===== config.mk =====
export PLATFORM = sky130hd
export DESIGN_NAME = dense_pingpong_ctrl
export DESIGN_NICKNAME = d
export VERILOG_FILES = /design/src/rtl/dense_pingpong_ctrl.sv
export SDC_FILE = /design/constraint.sdc
export NUM_CORES = 1
export LEC_CHECK = 0
export CORE_ASPECT_RATIO = 0.7
export CORE_UTILIZATION = 35
export CTS_BUF_LIST = sky130_fd_sc_hd__clkbuf_4 sky130_fd_sc_hd__clkbuf_8
export DETAILED_ROUTE_END_ITERATION = 7
export PLACE_DENSITY = 0.95
export SLEW_MARGIN = 20
export SYNTH_ARGS = -nofsm -noshare
export SYNTH_HDL_FRONTEND = slang
export SYNTH_SLANG_ARGS = --single-unit

===== constraint.sdc =====
create_clock -name clk -period 5.4 [get_ports clk]
set_input_delay 1.08 -clock clk [delete_from_list [all_inputs] [get_ports clk]]
set_output_delay 1.08 -clock clk [all_outputs]
set_load 0.01 [all_outputs]

===== src/rtl/dense_pingpong_ctrl.sv =====
// Ping-pong input-vector controller for the dense layer: the producer fills one
// RAM bank while dense reads the other, and the two banks alternate strictly.
module dense_pingpong_ctrl #(
  parameter int DATA_WIDTH = 16,
  parameter int IN_DIM     = 1568,
  parameter int AW         = $clog2(IN_DIM)
) (
  input  logic                  clk,
  input  logic                  reset_n,
  input  logic                  wr_valid,
  output logic                  wr_ready,
  input  logic [DATA_WIDTH-1:0] wr_data,
  output logic [1:0]            bank_we,
  output logic [AW-1:0]         bank_waddr,
  output logic [DATA_WIDTH-1:0] bank_wdata,
  output logic [1:0]            bank_re,
  output logic [AW-1:0]         bank_raddr,
  input  logic [DATA_WIDTH-1:0] bank_q0,
  input  logic [DATA_WIDTH-1:0] bank_q1,
  output logic                  dense_start,
  input  logic                  dense_in_en,
  input  logic [AW-1:0]         dense_in_addr,
  output logic [DATA_WIDTH-1:0] dense_in_q,
  input  logic                  dense_done,
  output logic                  frame_done,
  output logic [1:0]            bank_full,
  output logic                  err
);

  typedef enum logic [1:0] {B_EMPTY, B_FILLING, B_FULL, B_READING} bank_state_e;
  typedef enum logic {R_IDLE, R_RUN} rd_state_e;

  bank_state_e r_bankState [2];
  bank_state_e w_bankNext  [2];
  rd_state_e   r_rdState;
  rd_state_e   w_rdNext;

  logic          r_wsel;
  logic          r_rsel;
  logic [AW-1:0] r_wcnt;
  logic          r_start;
  logic          r_frameDone;
  logic          r_err;

  logic w_accept;
  logic w_wrLast;
  logic w_launch;
  logic w_release;
  logic w_protoErr;

  assign wr_ready   = reset_n & ((r_bankState[r_wsel] == B_EMPTY) ||
                                 (r_bankState[r_wsel] == B_FILLING));
  assign w_accept   = wr_valid & wr_ready;
  assign w_wrLast   = w_accept && (r_wcnt == AW'(IN_DIM - 1));
  assign bank_we    = w_accept ? (r_wsel ? 2'b10 : 2'b01) : 2'b00;
  assign bank_waddr = r_wcnt;
  assign bank_wdata = wr_data;

  // rsel is fixed for a whole run, so the plain mux already lines up with bank latency
  assign dense_in_q  = r_rsel ? bank_q1 : bank_q0;
  assign dense_start = r_start;
  assign frame_done  = r_frameDone;
  assign err         = r_err;
  assign bank_full[0] = (r_bankState[0] == B_FULL) || (r_bankState[0] == B_READING);
  assign bank_full[1] = (r_bankState[1] == B_FULL) || (r_bankState[1] == B_READING);

  always_ff @(posedge clk or negedge reset_n) begin
    if (!reset_n) r_rdState <= R_IDLE;
    else          r_rdState <= w_rdNext;
  end

  always_comb begin
    w_rdNext = r_rdState;
    case (r_rdState)
      R_IDLE:  if (r_bankState[r_rsel] == B_FULL) w_rdNext = R_RUN;
      R_RUN:   if (dense_done) w_rdNext = R_IDLE;
      default: w_rdNext = R_IDLE;
    endcase
  end

  always_comb begin
    w_launch   = 1'b0;
    w_release  = 1'b0;
    bank_re    = 2'b00;
    bank_raddr = '0;
    case (r_rdState)
      R_IDLE: w_launch = (r_bankState[r_rsel] == B_FULL);
      R_RUN: begin
        bank_re    = dense_in_en ? (r_rsel ? 2'b10 : 2'b01) : 2'b00;
        bank_raddr = dense_in_addr;
        w_release  = dense_done;
      end
      default: ;
    endcase
  end

  assign w_protoErr = (r_rdState != R_RUN) && (dense_done || dense_in_en);

  // Writer and reader never own the same bank, so both updates can land in one cycle
  always_comb begin
    for (int b = 0; b < 2; b++) begin
      w_bankNext[b] = r_bankState[b];
      if (w_accept && (r_wsel == 1'(b)))
        w_bankNext[b] = w_wrLast ? B_FULL : B_FILLING;
      if (w_launch && (r_rsel == 1'(b)))
        w_bankNext[b] = B_READING;
      if (w_release && (r_rsel == 1'(b)))
        w_bankNext[b] = B_EMPTY;
    end
  end

  always_ff @(posedge clk or negedge reset_n) begin
    if (!reset_n) begin
      r_bankState[0] <= B_EMPTY;
      r_bankState[1] <= B_EMPTY;
      r_wsel         <= 1'b0;
      r_rsel         <= 1'b0;
      r_wcnt         <= '0;
      r_start        <= 1'b0;
      r_frameDone    <= 1'b0;
      r_err          <= 1'b0;
    end else begin
      r_bankState[0] <= w_bankNext[0];
      r_bankState[1] <= w_bankNext[1];
      if (w_accept) begin
        if (w_wrLast) begin
          r_wcnt <= '0;
          r_wsel <= ~r_wsel;
        end else begin
          r_wcnt <= r_wcnt + 1'b1;
        end
      end
      if (w_release) r_rsel <= ~r_rsel;
      r_start     <= w_launch;
      r_frameDone <= w_release;
      if (w_protoErr) r_err <= 1'b1;
    end
  end

endmodule


==> results by group, run 1 <==
Timing
  • RSZ-0062 raised after global routing: no
  • Crit share post-route: 0.753
  • Final setup TNS: 0 ns
  • Final slew viol count: 0
  • Final setup violation count: 0
  • Max transition margin: 0.346
  • Skew final: 0.00199 ns
  • Slew @ Worst Pin: 0.981 ns
  • FMAX: 246 MHz
  • Tmin final: 4.07 ns
  • Endpoints failing hold: 0

Floorplan
  • Core Area: 0.00397 sq mm
  • Die Ht: roughly 56 um
  • Die X: 79.4 um
  • Full die area: 0.00446 sq mm
  • Initial Utilization: 0.369
  • Rows: 19
  • I/O pin count: 128

Placed design
  • I/O Buffers: 95
  • Placed wire-length estimate: 3470 um
  • Inst Count DP: roughly 280
  • Gpl congestion: 0.974

Global routing
  • GRT Overall Usage: 0.201
  • Vias in the first global route: 1,307
  • Largest net degree at the start of global routing: 28
  • Grt total ovfl: 0
  • First-pass GRT wire length: ~6700 um
  • Initial antenna violation count: 0

Setup path
  • Crit Path Max Fanout: 25
  • Worst setup EP type: primary output
  • Most frequent cell on the critical path: clkdlybuf4s50_1
  • FF-to-FF Start: bank_waddr[5]$_DFFE_PN0N_
  • Setup CP Type: input pin to primary output
  • Critical Path, Cell by Cell: clkdlybuf4s50_1, buf_4, nand2_1, nor3_1, clkdlybuf4s50_1
  • CP max-delay cell: clkdlybuf4s50_1
  • Data required, critical path: between 4 and 5 ns
  • Cell count of the worst reg-to-reg path: 4
  • Worst path arrival time: 2.99 ns
  • Crit path launch type: input pin
  • Worst reg2reg setup slack: around 3.3 ns
  • RR Endpoint: r_bankState[0]$_DFFE_PN0P_
  • Crit-path max cell delay: 0.64 ns
  • CP Launch Point: reset_n

Drt
  • Detailed-route via count: 1,349
  • Metal2 WL: 1980 um
  • Met3 routed WL: 246 um
  • Met1 Wirelength: approximately 2000 um
  • Highest routed layer: met4
  • # DRC: 0
  • DRT antenna net count: 0
  • Wire length per cell after detailed routing: 15.0 um
  • Vias per Instance: 4.80
  • TritonRoute pass-1 iters: 5
  • DR iter-0 viols: between 100 and 150
  • Final wirelength: 4210 um

Finish
  • Diode count: 0
  • Most frequent cells in the layout: 95 x clkdlybuf4s50_1, 21 x dfrtp_1, 17 x mux2_2
  • Commonest non-fill, non-tap cell in the layout: clkdlybuf4s50_1
  • Synth-to-Final Area Change: 61.3%
  • Share of cells above drive strength 1: 0.127
  • Final std cells w/o fill: 281
  • Nets: just under 300

Hold path
  • Hold endpoint: err$_DFFE_PN0P_
  • Number of cells on the worst hold path: 1
  • Hold wc startpoint: err$_DFFE_PN0P_
  • Worst hold path class: register to register

Synth
  • Synthesis warning total: 0
  • Syn Nets: 217
  • Mapped Cells: 152
  • Synth cell types: 35
  • Seq/Total Area, Yosys: 0.358
  • Synth top area cells: dfrtp_1 36%, mux2_2 13%, buf_4 8.2%, xnor2_1 6.0%, and2_1 5.5%
  • Top FF cell, synth: dfrtp_1
  • Post-synth ARST share: 1.00
  • Avg Synthesized Cell Area: 9.65 sq um
  • Flops & latches, synth: 21
  • EDFF count, synth: 0
  • Top cell type's share of synthesized area: 0.358
  • Synth area leader: dfrtp_1
  • Mapped cell area: 0.00147 sq mm

CTS
  • TritonCTS Buffers: 3
  • CTS resizes: 0
  • CTS HTree Levels: 1
  • CTS tree: done
  • Hold Buf Count CTS: 0
  • Num Clock Sinks: 21
  • Worst-Skew Late Latency: 0.26 ns
  • Post-CTS setup buffers: 0
  • Max clock buf depth: 2
  • CTS root buf: clkbuf_8
  • CTS clk-pin slew, worst paths: 0.07 ns

Pwr
  • VDD IR max: 0.140 mV
  • Leakage: 0.949 nW
  • Pwr Density: 276 mW/mm^2

Status
  • Status: finished, final reports clean

Flow run
  • MaxCap Viol Count: 0
synthesized netlist by cell type, drive strengths merged (3+ instances only):
cell type	instances
and2	13
buf	17
clkbuf	6
dfrtp	21
inv	5
mux2	17
nand2	10
nand3	8
nand4	3
nor2	12
nor3	7
o21ai	3
xnor2	10
logic make-up after synthesis:
kind of cell,synth area share
xor+xnor,0.0597
buf+inv,0.131
fa+ha+maj,0.00853
simple gates,0.238
flops,0.358
mux,0.144
compound gates,0.0597
stage by stage:
stage	util	setup slack (ns)	power [mW]	hold slack, ns	cell area (sq um)
floorplan	-	2.80	0.398	0.513	1470
global placement	0.583	1.49	0.543	0.475	2320
detailed placement	0.583	1.38	0.548	0.467	2320
CTS	0.596	1.37	0.654	0.482	2360
global route	0.596	1.18	0.684	0.517	2360
finish	0.596	1.33	0.652	0.480	2360
worst max-delay path: cells and delay by family:
family        cells  cell delay, ns
buf+inv           3            1.38
simple gates      2            0.53
layer usage:
metal | vias up | global-route usage
li1 | 655 | -
met1 | 643 | 0.281
met2 | 47 | 0.308
met3 | 4 | 0.0541
met4 | 0 | 0.0519
met5 | - | 0
area by class of cell:
class                           count  area (sq um)
Tap cell                           52          65.1
Sequential cell                    21           526
Inverter                            5          18.8
Multi-Input combinational cell    103           748
Fill cell                         360          1610
Clock buffer                        4          48.8
Timing Repair Buffer               96           958
how the worst max path moves through the flow:
stage / end / slack (ns) / depth (start not counted)
final: bank_we[1] / 1.33 / 5
after global routing: bank_we[1] / 1.18 / 5
after CTS: bank_we[1] / 1.37 / 5
after detailed placement: bank_we[1] / 1.38 / 5
after global placement: bank_we[1] / 1.49 / 5
after floorplan: bank_we[1] / 2.80 / 2
state kept, by name, summed over array words and instances (netlist names):
name and cells:
r_rsel 1, err 1, frame_done 1, dense_start 1
r_rdState 1, r_wsel 1, bank_waddr 11, r_bankState 4
where the power goes:
part / switching, mW / internal (mW) / total, mW
logic: 0.0984 / 0.201 / 0.299
registers: 0.0685 / 0.179 / 0.248
clock network: 0.0469 / 0.0575 / 0.104
(Power assumes the default switching activity.)
==> run 2, diff against run 1 <==
Settings changed: CORE_UTILIZATION 35 to 33, PLACE_DENSITY 0.95 to 0.91.
Clock period 5.4 ns to 3.9 ns, I/O delays scaled along.
==> run 2 against run 1 <==
- count of clock-buffer cells in the layout unchanged
- flip-flop and latch count unchanged
- clock power up 38%
- critical path depth down 1
- largest cell class unchanged
- highest routed layer unchanged
==> results by group, run 2 (same netlist as run 1, synthesis figures left out) <==
Timing
  • Final setup violation count: 0 (unchanged)
  • Final slew viol count: 0 (unchanged)
  • Slew @ Worst Pin: 0.954 ns (was 0.981 ns)
  • Tmin final: between 3 and 4 ns
  • Crit share post-route: 0.789
  • Endpoints failing hold: 0 (unchanged)
  • RSZ-0062 raised after global routing: no (unchanged)
  • FMAX: 325 MHz
  • Skew final: 0.00421 ns (was 0.00199 ns)
  • Max transition margin: 0.364 (was 0.346)
  • Final setup TNS: 0 ns (unchanged)

Floorplan
  • Core Area: 0.00409 sq mm (was 0.00397 sq mm)
  • Die Ht: 57.8 um (was 56.2 um)
  • Die X: 81.7 um (was 79.4 um)
  • Initial Utilization: 0.359 (was 0.369)
  • I/O pin count: 128 (unchanged)
  • Full die area: 0.00472 sq mm (was 0.00446 sq mm)
  • Rows: 19 (unchanged)

Global routing
  • First-pass GRT wire length: 6290 um (was 6740 um)
  • Largest net degree at the start of global routing: 28 (unchanged)
  • Vias in the first global route: 1,306 (was 1,307)
  • GRT Overall Usage: 0.175 (was 0.201)
  • Grt total ovfl: 0 (unchanged)
  • Initial antenna violation count: 0 (unchanged)

Setup path
  • Worst path arrival time: 2.30 ns (was 2.99 ns)
  • Worst reg2reg setup slack: 1.79 ns (was 3.28 ns)
  • Setup CP Type: input pin to primary output (unchanged)
  • Worst setup EP type: primary output (unchanged)
  • Data required, critical path: 3.12 ns (was 4.32 ns)
  • Crit path launch type: input pin (unchanged)
  • RR Endpoint: r_bankState[0]$_DFFE_PN0P_ (unchanged)
  • Cell count of the worst reg-to-reg path: 4 (unchanged)
  • Crit Path Max Fanout: 24 (was 25)
  • FF-to-FF Start: bank_waddr[5]$_DFFE_PN0N_ (unchanged)

Hold path
  • Number of cells on the worst hold path: 1 (unchanged)
  • Worst hold path class: register to register (unchanged)
  • Hold wc startpoint: err$_DFFE_PN0P_ (unchanged)
  • Hold endpoint: err$_DFFE_PN0P_ (unchanged)

Drt
  • Detailed-route via count: 1,366 (was 1,349)
  • Vias per Instance: 4.86 (was 4.80)
  • Final wirelength: 3830 um (was 4210 um)
  • DRT antenna net count: 0 (unchanged)
  • # DRC: 0 (unchanged)
  • DR iter-0 viols: 121 (unchanged)
  • TritonRoute pass-1 iters: 4 (was 5)
  • Wire length per cell after detailed routing: 13.6 um (was 15.0 um)

Status
  • Status: finished, final reports clean (unchanged)

Flow run
  • MaxCap Viol Count: 0 (unchanged)

Placed design
  • Placed cell area: 0.00232 sq mm (unchanged)
  • Placed wire-length estimate: 3080 um (was 3470 um)
  • I/O Buffers: 95 (unchanged)
  • Gpl congestion: 0.920 (was 0.974)

CTS
  • Hold Buf Count CTS: 0 (unchanged)
  • Post-CTS setup buffers: 0 (unchanged)
  • CTS tree: done (unchanged)
  • Max clock buf depth: 2 (unchanged)
  • Num Clock Sinks: 21 (unchanged)
  • Worst-Skew Late Latency: 0.26 ns (about the same)
  • CTS resizes: 0 (unchanged)
  • CTS clk-pin slew, worst paths: 0.06 ns (was 0.07 ns)
  • TritonCTS Buffers: 3 (unchanged)
  • CTS root buf: clkbuf_8 (unchanged)
  • CTS HTree Levels: 1 (unchanged)

Finish
  • Seq. cell area: 526 sq um (unchanged)
  • Most frequent cells in the layout: 95 x clkdlybuf4s50_1, 21 x dfrtp_1, 17 x mux2_2 (unchanged)
  • Share of cells above drive strength 1: 0.127 (unchanged)
  • Design area: 0.00236 sq mm (unchanged)
  • Synth-to-Final Area Change: 61.3% (unchanged)
  • Nets: 295 (unchanged)
  • Number of flip-flops in the largest register: 11 (unchanged)
  • Multi-input logic area: 748 sq um (unchanged)
  • Diode count: 0 (unchanged)
  • FILL cells: 363 (was 360)
  • Commonest non-fill, non-tap cell in the layout: clkdlybuf4s50_1 (unchanged)

Pwr
  • Leakage: 0.949 nW (unchanged)
  • VDD IR max: 0.205 mV (was 0.140 mV)
  • Pwr Density: 380 mW/mm^2 (was 276 mW/mm^2)
==> run 2: layer usage <==
layer,vias to the layer above,part of all wire,track usage
li1,659,-,-
met1,627,0.43,0.235
met2,74,0.47,0.271
met3,6,0.086,0.0535
met4,0,0.015,0.0526
met5,-,0,0
==> run 2: final cells by class <==
cell class | instances | area share
Timing Repair Buffer | 96 | 0.405
Multi-Input combinational cell | 103 | 0.316
Sequential cell | 21 | 0.222
Tap cell | 52 | 0.0275
Clock buffer | 4 | 0.0206
Inverter | 5 | 0.00794
==> run 2: worst max path at each step <==
stage	startpoint	to	slack, ns	cells after the start
3_5_place_dp	reset_n	wr_ready	0.81	4
5_1_grt	reset_n	wr_ready	0.75	4
3_3_place_gp	reset_n	wr_ready	0.83	4
2_1_floorplan	wr_valid	bank_we[1]	1.90	2
6_report	reset_n	wr_ready	0.82	4
4_1_cts	reset_n	wr_ready	0.82	4
==> run 2: critical path: stages <==
cell and delay (ns):
clkdlybuf4s50_1 0.51, buf_4 0.30, and2_1 0.17, clkdlybuf4s50_1 0.52
==> run 2: metrics by stage <==
step / power (mW) / util / hold WS, ns / worst slack, ns / cells
floorplan: 0.551 / - / 0.484 / 1.90 / 152
global placement: 0.749 / 0.566 / 0.468 / 0.832 / 277
detailed placement: 0.758 / 0.566 / 0.464 / 0.813 / 277
CTS: 0.906 / 0.578 / 0.480 / 0.816 / 281
global route: 0.956 / 0.578 / 0.500 / 0.749 / 281
finish: 0.899 / 0.578 / 0.475 / 0.823 / 281
==> run 2: report_power, final <==
group	switching [mW]	total, mW	internal [mW]
Clock	0.0633	0.143	0.0796
Combinational	0.137	0.414	0.278
Sequential	0.0937	0.342	0.248
Total	0.294	0.899	0.606
==> run 3, diff against run 2 <==
Settings changed: CORE_UTILIZATION 33 to 29, PLACE_DENSITY 0.91 to 0.85.
Clock period 3.9 ns to 2.75 ns, I/O delays scaled along.
==> run 3 against run 2 <==
- cell count rose by 6.4%
- routed wire length rose by 0.52%
- die area rose by 13%
- highest routed layer unchanged
==> results by group, run 3 (same netlist as run 1, synthesis figures left out) <==
Drt
  • Detailed-route via count: 1,356 (was 1,366)
  • DRT antenna net count: 0 (unchanged)
  • # DRC: 0 (unchanged)
  • DR iter-0 viols: 114 (was 121)
  • Wire length per cell after detailed routing: 12.9 um (was 13.6 um)
  • Vias per Instance: 4.54 (was 4.86)
  • Final wirelength: 3850 um (was 3830 um)
  • TritonRoute pass-1 iters: 5 (was 4)

Pwr
  • Pwr Density: 530 mW/mm^2 (was 380 mW/mm^2)
  • VDD IR max: 0.171 mV (was 0.205 mV)
  • Post-route total power: 1.27 mW (was 899 uW)
  • Leakage: 0.953 nW (was 0.949 nW)

Finish
  • Share of cells above drive strength 1: 0.130 (was 0.127)
  • Synth-to-Final Area Change: 63.1% (was 61.3%)
  • Commonest non-fill, non-tap cell in the layout: clkdlybuf4s50_1 (unchanged)
  • Fin util: 0.497 (was 0.578)
  • Most frequent cells in the layout: 95 x clkdlybuf4s50_1, 21 x dfrtp_1, 17 x mux2_2 (unchanged)
  • Design area: 0.00239 sq mm (was 0.00236 sq mm)
  • Number of flip-flops in the largest register: 11 (unchanged)
  • Final std cells w/o fill: 299 (was 281)
  • Nets: 296 (was 295)
  • Diode count: 0 (unchanged)

Placed design
  • Gpl congestion: 0.864 (was 0.920)
  • Placed cell area: 0.00234 sq mm (was 0.00232 sq mm)
  • Placed wire-length estimate: 3190 um (was 3080 um)
  • Place WS: 0.122 ns (was 0.813 ns)
  • I/O Buffers: 95 (unchanged)
  • Inst Count DP: 295 (was 277)

CTS
  • Max clock buf depth: 2 (unchanged)
  • Post-CTS setup buffers: 0 (unchanged)
  • CTS tree: done (unchanged)
  • CTS HTree Levels: 1 (unchanged)
  • CTS resizes: 0 (unchanged)
  • Hold Buf Count CTS: 0 (unchanged)
  • CTS root buf: clkbuf_8 (unchanged)
  • Worst-Skew Late Latency: 0.26 ns (about the same)
  • Num Clock Sinks: 21 (unchanged)
  • TritonCTS Buffers: 3 (unchanged)
  • CTS clk-pin slew, worst paths: 0.08 ns (was 0.06 ns)

Timing
  • Slew @ Worst Pin: 0.776 ns (was 0.954 ns)
  • Final slew viol count: 0 (unchanged)
  • Final worst-path setup slack: 0.124 ns (was 0.823 ns)
  • FMAX: between 300 and 400 MHz
  • Max transition margin: 0.483 (was 0.364)
  • WHS: 0.516 ns (was 0.475 ns)
  • Final setup violation count: 0 (unchanged)
  • Endpoints failing hold: 0 (unchanged)
  • Final setup TNS: 0 ns (unchanged)
  • RSZ-0062 raised after global routing: no (unchanged)
  • Crit share post-route: 0.955
  • Tmin final: 2.63 ns
  • Skew final: 0.00884 ns (was 0.00421 ns)

Global routing
  • Top Usage Layer GRT: met2 (unchanged)
  • Initial antenna violation count: 0 (unchanged)
  • Met2 usage: 0.215 (was 0.271)
  • GRT Overall Usage: 0.139 (was 0.175)
  • Met3 Usage GRT: 0.0349 (was 0.0535)
  • Vias in the first global route: 1,205 (was 1,306)
  • Grt total ovfl: 0 (unchanged)
  • First-pass GRT wire length: 5640 um (was 6290 um)
  • M1 GR Usage: 0.189 (was 0.235)
  • Largest net degree at the start of global routing: 24 (was 28)

Hold path
  • Number of cells on the worst hold path: 1 (unchanged)
  • Hold wc startpoint: err$_DFFE_PN0P_ (unchanged)
  • Worst hold path class: register to register (unchanged)
  • Hold endpoint: err$_DFFE_PN0P_ (unchanged)

Setup path
  • Crit path launch type: input pin (unchanged)
  • Worst setup EP type: primary output (unchanged)
  • Cell count of the worst reg-to-reg path: 4 (unchanged)
  • RR Endpoint: r_bankState[3]$_DFFE_PN0P_ (was r_bankState[0]$_DFFE_PN0P_)
  • Worst path arrival time: 2.08 ns (was 2.30 ns)
  • Setup CP Type: input pin to primary output (unchanged)
  • Crit Path Max Fanout: 4 (was 24)
  • Data required, critical path: 2.20 ns (was 3.12 ns)
  • FF-to-FF Start: bank_waddr[5]$_DFFE_PN0N_ (unchanged)
  • Worst reg2reg setup slack: 0.70 ns (was 1.79 ns)
  • CP Launch Point: wr_valid (was reset_n)

Floorplan
  • Die X: 87.0 um (was 81.7 um)
  • Core Area: 0.00481 sq mm (was 0.00409 sq mm)
  • Die Ht: 61.5 um (was 57.8 um)
  • Full die area: 0.00535 sq mm (was 0.00472 sq mm)
  • I/O pin count: 128 (unchanged)
  • Initial Utilization: 0.305 (was 0.359)
  • Rows: 21 (was 19)

Status
  • Status: finished, final reports clean (unchanged)

Flow run
  • MaxCap Viol Count: 0 (unchanged)
run 3: worst max-delay path: stages:
cell,delay (ns)
clkdlybuf4s50_1,0.51
nand2_1,0.13
nor3_1,0.27
clkdlybuf4s50_1,0.61
run 3: how the worst max path moves through the flow:
stage,endpoint,cells past startpoint
finish,bank_we[1],4
global route,bank_we[1],4
CTS,bank_we[1],4
detailed placement,bank_we[1],4
global placement,bank_we[1],4
floorplan,r_bankState[3]$_DFFE_PN0P_,5
run 3: layout make-up:
type,instances,area (sq um)
clock inverters,1,5.00
well taps,69,86.3
multi-input cells,103,748
inverters,5,18.8
repair buffers,97,966
clock buffers,3,41.3
flip-flops and latches,21,526
fillers,442,2420
run 3: report_power, final:
| part | switching [mW] | internal (mW) | total [mW] |
|---|---|---|---|
| registers | 0.113 | 0.353 | 0.466 |
| clock network | 0.0920 | 0.101 | 0.193 |
| logic | 0.205 | 0.403 | 0.608 |
| total | 0.410 | 0.856 | 1.27 |
run 3: routing by layer:
layer  share of wire  up-vias
met3           0.080        4
met5               0        -
met4           0.013        0
met1            0.43      636
met2            0.48       57
li1                -      659
